**config.mk**
```make
export PLATFORM = sky130hd
export DESIGN_NAME = icache_axi_refill_flat
export DESIGN_NICKNAME = d
export VERILOG_FILES = /design/src/rtl/icache_axi_refill_pkg.sv /design/src/rtl/icache_axi_refill_if.sv /design/src/rtl/icache_axi_refill.sv /design/src/flat_wrapper.sv
export SDC_FILE = /design/constraint.sdc
export NUM_CORES = 1
export LEC_CHECK = 0
export ABC_AREA = 1
export ABC_CLOCK_PERIOD_IN_PS = 5100
export CAP_MARGIN = 20
export CORE_UTILIZATION = 25
export CTS_CLUSTER_DIAMETER = 80
export DETAILED_ROUTE_END_ITERATION = 12
export DONT_BUFFER_PORTS = 1
export HOLD_SLACK_MARGIN = 0.05
export SLEW_MARGIN = 5
export SYNTH_ARGS = -nofsm -noshare
export SYNTH_HDL_FRONTEND = slang
export SYNTH_SLANG_ARGS = --single-unit
export TNS_END_PERCENT = 20
```
**constraint.sdc**
```tcl
create_clock -name clk -period 5.1 [get_ports clk]
set_clock_uncertainty 0.2 [all_clocks]
set_input_delay 1.02 -clock clk [delete_from_list [all_inputs] [get_ports clk]]
set_output_delay 1.02 -clock clk [all_outputs]
set_load 0.05 [all_outputs]
```
**src/rtl/icache_axi_refill_pkg.sv**
```systemverilog
// Shared pipeline types for the ICache refill path: bus widths, AXI burst
// encodings and the refill sequencing states.
package pipeline_types;

  typedef logic [31:0]  bus32_t;
  typedef logic [255:0] bus256_t;

  localparam int         ICACHE_LINE_BEATS = 8;
  localparam logic [1:0] AXI_BURST_INCR    = 2'b01;
  localparam logic [2:0] AXI_SIZE_4B       = 3'b010;

  typedef enum logic [1:0] {IDLE, AR, R, RET} refill_state_t;

endpackage

```
**src/rtl/icache_axi_refill_if.sv**
```systemverilog
// ICache <-> memory refill handshake: the cache requests a line address and
// receives the full 256-bit line with a single-cycle return strobe.
interface icache_mem;
  import pipeline_types::*;

  logic    rd_req;
  bus32_t  rd_addr;
  logic    ret_valid;
  bus256_t ret_data;

  modport master (output rd_req, output rd_addr, input  ret_valid, input  ret_data);
  modport slave  (input  rd_req, input  rd_addr, output ret_valid, output ret_data);

endinterface

```
**src/rtl/icache_axi_refill.sv**
```systemverilog
// Turns one ICache line request into a single 8-beat AXI4 INCR read burst and
// returns the assembled line. One refill in flight at a time.
module icache_axi_refill
  import pipeline_types::*;
#(
    parameter logic [3:0] ARID_VAL = 4'd0
) (
    input  logic            clk,
    input  logic            rst,
    icache_mem.slave        icache,
    output logic [3:0]      arid,
    output bus32_t          araddr,
    output logic [7:0]      arlen,
    output logic [2:0]      arsize,
    output logic [1:0]      arburst,
    output logic            arvalid,
    input  logic            arready,
    input  logic [3:0]      rid,
    input  bus32_t          rdata,
    input  logic [1:0]      rresp,
    input  logic            rlast,
    input  logic            rvalid,
    output logic            rready,
    output logic            busy
);

    localparam logic [2:0] LAST_BEAT = 3'(ICACHE_LINE_BEATS - 1);

    refill_state_t state;
    bus32_t        line_addr;
    bus256_t       line_buf;
    logic [2:0]    beat_cnt;

    // Completion is beat-counted with a single ID in flight, so these carry no information.
    logic unused_inputs;
    assign unused_inputs = ^{rid, rresp, rlast, icache.rd_addr[4:0]};

    // NOTE: sequential state uses non-blocking assignments so every register
    // samples the pre-edge values regardless of statement order.
    always_ff @(posedge clk) begin
        if (rst) begin
            state     <= IDLE;
            line_addr <= '0;
            // NOTE: the line buffer is a plain register bank, not a RAM, so it
            // is cleared by reset; ret_data must read zero after reset.
            line_buf  <= '0;
            beat_cnt  <= '0;
        end else begin
            case (state)
                IDLE: begin
                    if (icache.rd_req) begin
                        line_addr <= {icache.rd_addr[31:5], 5'b0};
                        beat_cnt  <= '0;
                        state     <= AR;
                    end
                end
                AR: begin
                    if (arready) state <= R;
                end
                R: begin
                    if (rvalid) begin
                        line_buf[{beat_cnt, 5'b0} +: 32] <= rdata;
                        beat_cnt <= beat_cnt + 3'd1;
                        if (beat_cnt == LAST_BEAT) state <= RET;
                    end
                end
                RET:     state <= IDLE;
                default: state <= IDLE;
            endcase
        end
    end

    // Every output is a constant, a register, or a decode of state alone.
    assign arid     = ARID_VAL;
    assign arlen    = 8'(ICACHE_LINE_BEATS - 1);
    assign arsize   = AXI_SIZE_4B;
    assign arburst  = AXI_BURST_INCR;
    assign araddr   = line_addr;
    assign arvalid  = (state == AR);
    assign rready   = (state == R);
    assign busy     = (state != IDLE);

    assign icache.ret_valid = (state == RET);
    assign icache.ret_data  = line_buf;

endmodule

```
**src/flat_wrapper.sv**
```systemverilog
// flat-port wrapper written by rule: the top's interface ports become plain ports
module icache_axi_refill_flat import pipeline_types::*;
#(
    parameter logic [3:0] ARID_VAL = 4'd0
)
  (clk, rst, arid, araddr, arlen, arsize, arburst, arvalid, arready, rid, rdata, rresp, rlast, rvalid, rready, busy, icache_rd_req, icache_rd_addr, icache_ret_valid, icache_ret_data);
  icache_mem icache_i ();
  input  logic clk;
  input  logic rst;
  output logic [3:0] arid;
  output bus32_t araddr;
  output logic [7:0] arlen;
  output logic [2:0] arsize;
  output logic [1:0] arburst;
  output logic arvalid;
  input  logic arready;
  input  logic [3:0] rid;
  input  bus32_t rdata;
  input  logic [1:0] rresp;
  input  logic rlast;
  input  logic rvalid;
  output logic rready;
  output logic busy;
  input wire logic [$bits(icache_i.rd_req)-1:0] icache_rd_req;
  input wire logic [$bits(icache_i.rd_addr)-1:0] icache_rd_addr;
  output wire logic [$bits(icache_i.ret_valid)-1:0] icache_ret_valid;
  output wire logic [$bits(icache_i.ret_data)-1:0] icache_ret_data;
  assign icache_i.rd_req = icache_rd_req;
  assign icache_i.rd_addr = icache_rd_addr;
  assign icache_ret_valid = icache_i.ret_valid;
  assign icache_ret_data = icache_i.ret_data;
  icache_axi_refill #(.ARID_VAL(ARID_VAL)) u_core (.clk(clk), .rst(rst), .icache(icache_i), .arid(arid), .araddr(araddr), .arlen(arlen), .arsize(arsize), .arburst(arburst), .arvalid(arvalid), .arready(arready), .rid(rid), .rdata(rdata), .rresp(rresp), .rlast(rlast), .rvalid(rvalid), .rready(rready), .busy(busy));
endmodule
```
# Yosys cells after proc, flatten, opt, wreduce, memory -nomap -nowiden
# Index checks and enable logic that the tools add are counted.
dict set report word_totals {
  register_bits 288
  latchBits 0
  ram_bits 0
  rom_bits 0
  n_memories 0
}
dict set report op_classes {
  addsub 2
  mul 0
  n_div 0
  order_cmp 0
  eq_ne 8
  shift 2
  muxes 9
  bitwise_logic 0
  n_reduce_logical 7
}
# cell n
set ops {}
lappend ops {{$bwmux W256} 1}
lappend ops {{$shift A32 B10 Y256 const A} 1}
lappend ops {{$shiftx A32 B10 Y256} 1}
lappend ops {{$neg A8 Y10} 1}
lappend ops {{$mux W2} 4}
lappend ops {{$pmux W2 S4} 1}
lappend ops {{$mux W3} 2}
lappend ops {{$pmux W3 S2} 1}
lappend ops {{$eq A2 B2 Y1 const B} 2}
lappend ops {{$ne A2 B1 Y1 const B} 2}
lappend ops {{$ne A2 B2 Y1 const B} 2}
lappend ops {{$reduce_and A2 Y1} 2}
lappend ops {{$reduce_and A4 Y1} 1}
lappend ops {{$reduce_bool A2 Y1} 2}
lappend ops {{$add A3 B1 Y3 const B} 1}
lappend ops {{$eq A3 B3 Y1 const B} 1}
lappend ops {{$reduce_and A3 Y1} 1}
lappend ops {{$eq A2 B1 Y1 const B} 1}
lappend ops {{$logic_not A2 Y1} 1}

# Depth between registers and ports, before layout
dict set report depth {
  depth_word 4
  depth_mapped 12
  ltp_nobuf 10
}

# Least setup slack after synthesis
# No wires, ideal clock.
dict set report synth_path {
  kind {register to register}
  start {register u_core.beat_cnt[0]}
  end {register u_core.line_buf[210] (netlist: u_core.icache.ret_data[210])}
  t_arrival_ps 1962
  slack_ps 2824
  stages_incl_launch_ff 13
  n_path_buf 3
  path_cell_list {dfxtp_1 > buf_4 > inv_4 > ha_1 > ha_1 > inv_2 > nand2_1 > nor2_4 > nand2_1 > buf_2 > buf_6 > a21oi_1 > nor2_1}
}
dict set report synth_between {
  elab_chain_len 3
  elab_cells_between_ends 4
  cone_classes {add/sub (1); shift (2); mux (1)}
}
# element line
set synth_rtl {}
lappend synth_rtl {{start: declaration} icache_axi_refill.sv:32} ;# logic [2:0] beat_cnt;
lappend synth_rtl {{start signal: assignment} icache_axi_refill.sv:63} ;# beat_cnt <= beat_cnt + 3'd1;
lappend synth_rtl {{$neg A8 Y10 *} icache_axi_refill.sv:62} ;# line_buf[{beat_cnt, 5'b0} +: 32] <= rdata;
lappend synth_rtl {{$shiftx A32 B10 Y256 or $shift A32 B10 Y256 (tied branches)} icache_axi_refill.sv:62}
lappend synth_rtl {{$bwmux W256 *} icache_axi_refill.sv:62}
lappend synth_rtl {{end signal: indexed assignment} icache_axi_refill.sv:62}
lappend synth_rtl {{end: declaration} icache_axi_refill.sv:31} ;# bus256_t line_buf;
# Mark *: on every way between the ends. The rest lies on a longest branch, timed or not.
# A chain may end at the register's enable or synchronous reset.

# Final worst setup path
dict set report layout_path {
  start {register u_core.beat_cnt[1]}
  end {register u_core.line_buf[217] (netlist: u_core.icache.ret_data[217])}
}
# Same word-level chain as after synthesis.

==> impl_metrics.csv <==
group,metric,value,unit
detailed_routing,num_vias,10970,
worst_setup_path,crit_top_cell,"ha_1",
clock_network,clkLatencyLatePin,0.55,ns
worst_setup_path,max_stage_delay,0.67,ns
clock_network,cts_setup_buffers,0,
floorplan,io_pins,385,
yosys,synth_edf_count,0,
worst_setup_path,cp-end-kind,"register",
sta,hold_violations,0,
sta,maxSlewViolCount,0,
place,gp_congestion,0.8163,
floorplan,num_rows,81,
worst_setup_path,critPathLaunchType,"register",
sta,fin_tns_setup,0,ns
yosys,synth_warnings,0,
detailed_routing,ant_nets,0,
sta,rsz0062_at_grt,"no",
place,dp_cells,2386,
final_layout,nNetsFinal,1848,
worst_setup_path,rr_worst_depth,9,
worst_setup_path,crit_buf_inv,2,
worst_setup_path,path_depth,9,
grt,grt_usage,0.1831,
final_layout,area_growth,12.74,%
floorplan,core-area,48850,um2
yosys,synth_most_common_cell,"nor2_1",
place,portBuffers,0,
worst_setup_path,worstSetupEndpoint,"u_core.icache.ret_data[217]",
worst_setup_path,timing.rr.start,"u_core.beat_cnt[1]",
worst_setup_path,r2r_setup_slack,1.21,ns
power_and_ir_drop,p_per_area,471.8,nW/um2
detailed_routing,drt_iter0_markers,681,
clock_network,root_buffer,"clkbuf_16",
clock_network,cts_sinks,288,
detailed_routing,firstDrtPassIters,6,
power_and_ir_drop,comb_power_share,0.149,
detailed_routing,viasPerCell,4.475,
final_layout,stdcell_count,2451,
worst_setup_path,critPathSlowestCell,"inv_2",
yosys,synth_common_cells,"499 x nor2_1, 378 x nand2_1, 288 x dfxtp_1",
sta,period_share,0.7632,
yosys,synthDistinctLibCells,27,
power_and_ir_drop,p_sw,2.302,mW
power_and_ir_drop,p_leak,6.279,nW
run_status,status,"complete, no violations",
clock_network,htree_levels,2,
worst_setup_path,crit_family,"simple AND/OR/NAND/NOR gates",
yosys,yosysTopAreaCell,"dfxtp_1",
power_and_ir_drop,ir_drop,0.1985,mV
floorplan,dieArea,50410,um2
worst_setup_path,arrival,4.11,ns
grt,grt_remaining_overflow,0,
yosys,synth-seq-area-share,0.4657,
worst_setup_path,path_cells,"inv_1, ha_1, ha_1, inv_2, nand2_1, nor2_4, nand2_2, o21ai_0, nor2_1",
yosys,synthFlopType,"dfxtp_1",
worst_setup_path,path_class,"reg -> reg",
power_and_ir_drop,power.share.clock,0.419,
worst_hold_path,hold_class,"reg -> reg",
place,dp.final_hpwl,33.20,mm
detailed_routing,drc,0,
worst_setup_path,critPathRequiredTime,5.32,ns
sta,finalSetupViolations,0,
worst_setup_path,worstReg2RegEnd,"u_core.icache.ret_data[217]",
floorplan,start_util,0.2534,
floorplan,die_w,224.5,um
grt,grt_pass1_vias,10230,
sta,relSlewSlack,0.2752,
sta,max_slew.worst_pin.slew,1.086,ns
power_and_ir_drop,power_frac_seq,0.432,
yosys,syn_avg_cell_area,6.787,um2
final_layout,num-fill-cells,5405,
sta,period_needed,3.892,ns
place,place_ws,1.217,ns
place,dpl_cell_area,12680,um2
clock_network,cts-buffers-inserted,36,
yosys,syn_inst,1824,
clock_network,clockBufferDepth,3,
sta,fmax,256.9,MHz
detailed_routing,drt_wl_total,47.45,mm
worst_hold_path,min_from,"u_core.beat_cnt[2]",
floorplan,die_h,224.5,um
power_and_ir_drop,intPower,4.282,mW
clock_network,cts_resized,0,
detailed_routing,wire_per_inst,19.36,um
clock_network,hold_buffers,0,
grt,grt_pass1_wl,67.74,mm
yosys,async_flop_share,0,
clock_network,clk_pin_slew,0.06,ns
sta,timing.final.ws_setup,1.208,ns
clock_network,cts_tree,"yes",
power_and_ir_drop,switching_share,0.3497,
grt,grt_max_degree,91,
yosys,ys_ff_latch,288,
worst_setup_path,cp_max_fo,49,
worst_setup_path,cp-startpoint,"u_core.beat_cnt[1]",
final_layout,drive_gt1_frac,0.05431,
grt,antenna_found_initial,4,
run,maxCapViolations,0,
yosys,netlist_area,12380,um2
yosys,synth_area_leaders,"dfxtp_1 47%, nor2_1 15%, nand2_1 11%",
final_layout,design_area,13960,um2
yosys,synth_top_area_frac,0.4657,
## layout make-up
type,count,area (um2),area share
clock inverters,19,275.3,0.01972
well taps,664,830.8,0.05953
diodes,1,2.502,0.0001793
repair buffers,14,117.6,0.008427
multi-input cells,1219,5206,0.3730
inverters,201,762.0,0.05459
clock buffers,45,996.0,0.07136
flip-flops and latches,288,5767,0.4132
## per-layer routing
| metal | vias to the layer above | global-route usage | share of wire |
|---|---|---|---|
| li1 | 5393 | - | - |
| met1 | 5033 | 0.2086 | 0.38 |
| met2 | 456 | 0.2971 | 0.46 |
| met3 | 86 | 0.07864 | 0.12 |
| met4 | 0 | 0.07988 | 0.040 |
| met5 | - | 0 | 0 |
## state kept, by name, summed over array words and instances (netlist names)
name and flops:
u_core.icache.ret_data 256, u_core.araddr 27, u_core.beat_cnt 3, u_core.state 2
## cells in the final DEF (no fill, tap or decap), drive strengths merged, types with 17 or more instances in the layout
cell | netlist | final
a21oi | 91 | 91
clkbuf | 45 | 45
nand4 | 34 | 34
inv | 198 | 204
o21ai | 70 | 70
conb | 2 | 22
nand2 | 383 | 383
nor2 | 505 | 505
nand3 | 70 | 70
o21bai | 17 | 17
dfxtp | 288 | 288
## how the worst min path moves through the flow
| stage | endpoint | slack (ns) | cells after the start |
|---|---|---|---|
| global placement | u_core.beat_cnt[2] | 0.29 | 2 |
| detailed placement | u_core.beat_cnt[2] | 0.31 | 2 |
| CTS | u_core.beat_cnt[2] | 0.31 | 2 |
| floorplan | u_core.beat_cnt[2] | 0.27 | 2 |
| global route | u_core.icache.ret_data[124] | 0.33 | 1 |
| finish | u_core.beat_cnt[2] | 0.31 | 2 |
## stage by stage
step                hold slack, ns    util  power, mW
detailed placement          0.3067  0.2596      3.879
CTS                         0.3143  0.2857      6.652
global route                0.3324  0.2857      6.865
global placement            0.2893  0.2596      3.854
floorplan                   0.2715       -      3.650
finish                      0.3101  0.2857      6.584
## worst register-to-register path, stage by stage, from the launching register on
cell and delay, ns:
dfxtp_1 0.43, inv_1 0.10, ha_1 0.21, ha_1 0.38, inv_2 0.67, nand2_1 0.21, nor2_4 0.43, nand2_2 0.64
o21ai_0 0.43, nor2_1 0.07
## cells by family after synthesis
| kind of cell | synth area share |
|---|---|
| compound gates | 0.07540 |
| fa+ha+maj | 0.01213 |
| buf+inv | 0.1202 |
| flops | 0.4657 |
| other cells | 0.0006067 |
| simple gates | 0.3260 |
## power by group through the flow
| stage | registers, mW | clock network [mW] | logic, mW |
|---|---|---|---|
| final | 2.84 | 2.76 | 0.982 |
| after global routing | 2.85 | 2.92 | 1.09 |
| after CTS | 2.84 | 2.82 | 0.989 |
| after detailed placement | 2.89 | 0 | 0.987 |
| after global placement | 2.89 | 0 | 0.968 |
| after floorplan | 2.86 | 0 | 0.792 |
No activity file was read; power rests on OpenSTA's default activity.
